[src/rtl/bus_sync_pkg.sv]
// Shared definitions for the bus MUX synchronizer transmitter/receiver pair.
package bus_sync_pkg;

   localparam int unsigned DEFAULT_NUM_STAGES = 2;

   typedef enum logic [2:0] {
      IDLE    = 3'd0,
      SETUP   = 3'd1,
      REQ     = 3'd2,
      RELEASE = 3'd3,
      GAP     = 3'd4
   } state_e;

endpackage

[src/rtl/bus_sync_ack_ff.sv]
// Single-bit multi-flop synchronizer for the destination acknowledge.
module bus_sync_ack_ff
   import bus_sync_pkg::*;
#(
   parameter int unsigned NUM_STAGES = DEFAULT_NUM_STAGES
) (
   input  logic clk,
   input  logic rst,
   input  logic d,
   output logic q
);

   logic [NUM_STAGES-1:0] chain;

   always_ff @(posedge clk or negedge rst) begin
      if (!rst) chain <= '0;
      else      chain <= {chain[NUM_STAGES-2:0], d};
   end

   assign q = chain[NUM_STAGES-1];

endmodule

[src/rtl/bus_mux_sync_tx.sv]
// Source-side transmitter: holds a word on tx_bus and runs a 4-phase
// enable/ack handshake against the destination, with optional ack timeout.
module bus_mux_sync_tx
   import bus_sync_pkg::*;
#(
   parameter int unsigned BUS_WIDTH      = 8,
   parameter int unsigned NUM_STAGES     = DEFAULT_NUM_STAGES,
   parameter int unsigned GAP_CYCLES     = 2,
   parameter int unsigned TIMEOUT_CYCLES = 0,
   parameter int unsigned CNT_WIDTH      = 16
) (
   input  logic                 clk,
   input  logic                 rst,
   input  logic [BUS_WIDTH-1:0] in_data,
   input  logic                 in_valid,
   output logic                 in_ready,
   output logic [BUS_WIDTH-1:0] tx_bus,
   output logic                 tx_enable,
   input  logic                 ack_async,
   output logic                 done,
   output logic                 err,
   input  logic                 clr_err
);

   localparam logic [CNT_WIDTH-1:0] GAP_LAST = CNT_WIDTH'(GAP_CYCLES - 1);
   localparam logic [CNT_WIDTH-1:0] TO_LAST  =
      (TIMEOUT_CYCLES == 0) ? '0 : CNT_WIDTH'(TIMEOUT_CYCLES - 1);
   localparam bit TO_ENABLE = (TIMEOUT_CYCLES != 0);

   state_e               state;
   logic [CNT_WIDTH-1:0] cnt;
   logic [CNT_WIDTH-1:0] cnt_inc;
   logic                 ack_sync;
   logic                 armed;

   bus_sync_ack_ff #(
      .NUM_STAGES (NUM_STAGES)
   ) u_ack_ff (
      .clk (clk),
      .rst (rst),
      .d   (ack_async),
      .q   (ack_sync)
   );

   // Saturating increment so a long wait never wraps back into a match.
   assign cnt_inc = (cnt == '1) ? cnt : cnt + CNT_WIDTH'(1);

   // armed keeps in_ready low until the first edge after reset release.
   assign in_ready = armed && (state == IDLE);

   always_ff @(posedge clk or negedge rst) begin
      if (!rst) begin
         state     <= IDLE;
         cnt       <= '0;
         tx_bus    <= '0;
         tx_enable <= 1'b0;
         done      <= 1'b0;
         err       <= 1'b0;
         armed     <= 1'b0;
      end else begin
         armed <= 1'b1;
         done  <= 1'b0;
         // A timeout set below overrides a same-cycle clear.
         if (clr_err) err <= 1'b0;

         case (state)
            IDLE: begin
               if (in_valid && in_ready) begin
                  tx_bus <= in_data;
                  state  <= SETUP;
               end
            end
            SETUP: begin
               tx_enable <= 1'b1;
               cnt       <= '0;
               state     <= REQ;
            end
            REQ: begin
               cnt <= cnt_inc;
               if (ack_sync) begin
                  tx_enable <= 1'b0;
                  state     <= RELEASE;
               end else if (TO_ENABLE && (cnt == TO_LAST)) begin
                  err       <= 1'b1;
                  tx_enable <= 1'b0;
                  cnt       <= '0;
                  state     <= GAP;
               end
            end
            RELEASE: begin
               if (!ack_sync) begin
                  done  <= 1'b1;
                  cnt   <= '0;
                  state <= GAP;
               end
            end
            GAP: begin
               cnt <= cnt_inc;
               if (cnt == GAP_LAST) state <= IDLE;
            end
            default: begin
               tx_enable <= 1'b0;
               state     <= IDLE;
            end
         endcase
      end
   end

endmodule

[config.mk]
export PLATFORM = sky130hd
export DESIGN_NAME = bus_mux_sync_tx
export DESIGN_NICKNAME = d
export VERILOG_FILES = /design/src/rtl/bus_sync_pkg.sv /design/src/rtl/bus_sync_ack_ff.sv /design/src/rtl/bus_mux_sync_tx.sv
export SDC_FILE = /design/constraint.sdc
export NUM_CORES = 1
export LEC_CHECK = 0
export ABC_AREA = 1
export CELL_PAD_IN_SITES_DETAIL_PLACEMENT = 1
export CELL_PAD_IN_SITES_GLOBAL_PLACEMENT = 2
export CORE_MARGIN = 10
export CORE_UTILIZATION = 33
export DETAILED_ROUTE_END_ITERATION = 12
export GPL_ROUTABILITY_DRIVEN = 0
export GPL_TIMING_DRIVEN = 0
export PLACE_DENSITY_LB_ADDON = 0.15
export SLEW_MARGIN = 10
export SYNTH_ARGS = -nofsm -noshare
export SYNTH_HDL_FRONTEND = slang
export SYNTH_HIERARCHICAL = 1
export SYNTH_SLANG_ARGS = --single-unit
[constraint.sdc]
create_clock -name clk -period 2.6 [get_ports clk]
set_clock_uncertainty 0.05 [all_clocks]
set_input_delay 0.52 -clock clk [delete_from_list [all_inputs] [get_ports clk]]
set_output_delay 0.52 -clock clk [all_outputs]
set_load 0.01 [all_outputs]
==> metrics.yaml <==
status: "complete, no violations"
synth_top_cell_by_area: "dfrtp_1"
rows: 26
reg2reg_depth: 8
maxSlewHeadroom: 0.500
antenna_cells: 0
hold_buffers: 0
antenna_found_initial: 0
cts.sinks: 32
synth.top_cell.area_share: 0.448
grt_pass1_wl_um: 8390
viasPerCell: 4.64
dp_hpwl_um: 3600
place_ws_ns: 0.500
final_layout_size_suffix_gt1_frac: 0.103
synthTopCellsByArea: "dfrtp_1 45%, nand2_1 17%, nand3_1 6.4%, inv_1 5.9%, nor2_1 4.6%"
routed_wl_um: 4720
r2r_setup_slack_ns: 0.79
crit_chain: "nor2_2 > nand2_1 > nor2_4 > clkdlybuf4s50_1"
cpMaxStageDelayCell: "clkdlybuf4s50_1"
ir_drop_mv: 0.403
ys_warn_count: 6
cts-resized-gates: 0
core_um2: 5170
clk_latency_ns: 0.28
max-clock-path-buffers: 2
cts_setup_buffers: 0
synth_edf_count: 0
port_buffers: 21
grt_max_degree: 33
num_io_pins: 25
die_y_um: 93.6
cap_violations: 0
syn-num-nets: 258
fin_crit_sh: 0.921
path_max_fanout: 10
cts_root_buffer: "clkbuf_8"
setup_viol: 0
ys_async_sr_fraction: 1.00
endpoint_kind: "output port"
period_needed_ns: 2.39
netlist_instances: 243
yosysSeqAreaShare: 0.448
worst_ep_required_time_ns: 2.03
p_per_area_nw_per_um2: 869
yosysUniqueCellTypes: 25
hp-class: "in2async"
cp_top_family: "buffers and inverters"
dr.pass1.iters: 4
dieWidth_um: 93.6
p_leak_nw: 1.03
r2r-end: "cnt[1]"
grt-ovfl-total: 0
final_antenna_net_count: 0
grtUsageTotal: 0.121
worst_slew_pin_slew_ns: 0.749
htree_levels: 2
final_max_slew_viol_count: 0
start_util: 0.346
drc_errors: 0
clkTransAtPathRegs_ns: 0.07
dieArea_um2: 8760
cts_buffers: 5
wire_per_inst_um: 13.8
setup_slack_ns: 0.206
crit_type: "reg2out"
syn_avg_cell_area_um2: 7.36
crit_path_start_kind: "register"
arrival_ns: 1.82
vias: 1587
cts_tree: "yes"
ys.flop_type: "dfrtp_1"
regToRegStartpoint: "cnt[0]"
fin_tns_setup_ns: 0
fin_nets: 286
drt_iter0_drc: 95
grt_pass1_vias: 1655
cp_num_buf_inv: 1
rsz0062_at_grt: "no"
synth_area_um2: 1790
slowest_delay_ns: 0.59
ys_ff_latch: 32
area_delta_synth_final_pct: 22.4
fmax_mhz: 418
hold_viol: 0
==> cell families after synthesis <==
family,count (synthesis),share of synthesized area
buf+inv,33,0.0777
fa+ha+maj,2,0.0140
simple gates,149,0.376
xor+xnor,5,0.0245
compound gates,20,0.0560
flops,32,0.448
other cells,2,0.00420
==> stage by stage <==
step / power, mW / util / instance area (um^2) / hold WS [ns] / instances
floorplan: 1.13 / - / 1790 / 0.174 / 243
global placement: 1.45 / 0.403 / 2090 / 0.288 / 334
detailed placement: 1.45 / 0.402 / 2080 / 0.294 / 334
CTS: 1.94 / 0.423 / 2190 / 0.279 / 342
global route: 2.07 / 0.423 / 2190 / 0.305 / 342
finish: 1.90 / 0.423 / 2190 / 0.248 / 342
==> per-layer routing <==
metal / vias to the layer above / part of all wire / routed length, um / GRT usage
li1: 823 / - / - / -
met1: 742 / 0.52 / 2460 / 0.166
met4: 0 / 0.011 / 54 / 0.0342
met5: - / 0 / 0 / 0
met3: 6 / 0.030 / 142 / 0.0336
met2: 16 / 0.44 / 2060 / 0.180
==> worst register-to-register path, stage by stage, from the launching register on <==
cell and delay, ns:
dfrtp_1 0.44, ha_1 0.24, nand2_1 0.13, inv_1 0.07
nand2_1 0.11, nor2_1 0.07, nand2_1 0.08, nand4_2 0.26
o21ai_0 0.27
==> registers in the layout (all words and copies together) (netlist names) <==
name,flops
cnt,16
tx_bus,8
state,3
u_ack_ff/chain,2
armed,1
done,1
tx_enable,1
==> report_power, final <==
| group | total (mW) | switching [mW] | internal, mW |
|---|---|---|---|
| combinational | 0.750 | 0.450 | 0.300 |
| clock | 0.474 | 0.190 | 0.284 |
| sequential | 0.678 | 0.0747 | 0.603 |
| total | 1.90 | 0.714 | 1.19 |
==> cells in the final DEF (no fill, tap or decap), types with 7 or more instances in the layout <==
cell type,count
nand2_1,80
dfrtp_1,32
inv_1,28
nand3_1,23
nor2_1,22
clkdlybuf4s50_1,20
o21ai_1,10
o21ai_0,9
nand4_1,7
==> how the worst max path moves through the flow <==
stage / start / to / slack (ns) / depth (start not counted)
after floorplan: cnt[0] / cnt[9] / 1.16 / 10
after global routing: state[0] / in_ready / 0.08 / 4
final: state[0] / in_ready / 0.21 / 4
after global placement: rst / cnt[6] / 0.24 / 1
after detailed placement: state[0] / in_ready / 0.50 / 4
after CTS: state[0] / in_ready / 0.18 / 4
==> cell usage after synthesis (2+ instances only) <==
cell type and number:
nor2_4 2, conb_1 2, dfrtp_1 32, nor2_2 5, nand2_2 5, nand3_1 23, nor2_1 22, inv_1 28
o21ai_1 10, xor2_1 4, nand4_1 7, ha_1 2, buf_4 2, o21ai_0 9, nand2_1 80
==> final cells by class <==
| class | count | area, um^2 |
|---|---|---|
| tap | 70 | 87.6 |
| sequential | 32 | 801 |
| multi-input combinational | 178 | 848 |
| timing repair buffer | 21 | 205 |
| clock inverter | 2 | 35.0 |
| fill | 650 | 2980 |
| buffer | 4 | 30.0 |
| inverter | 29 | 109 |
| clock buffer | 6 | 72.6 |
Power figures use the tool's default switching activity.
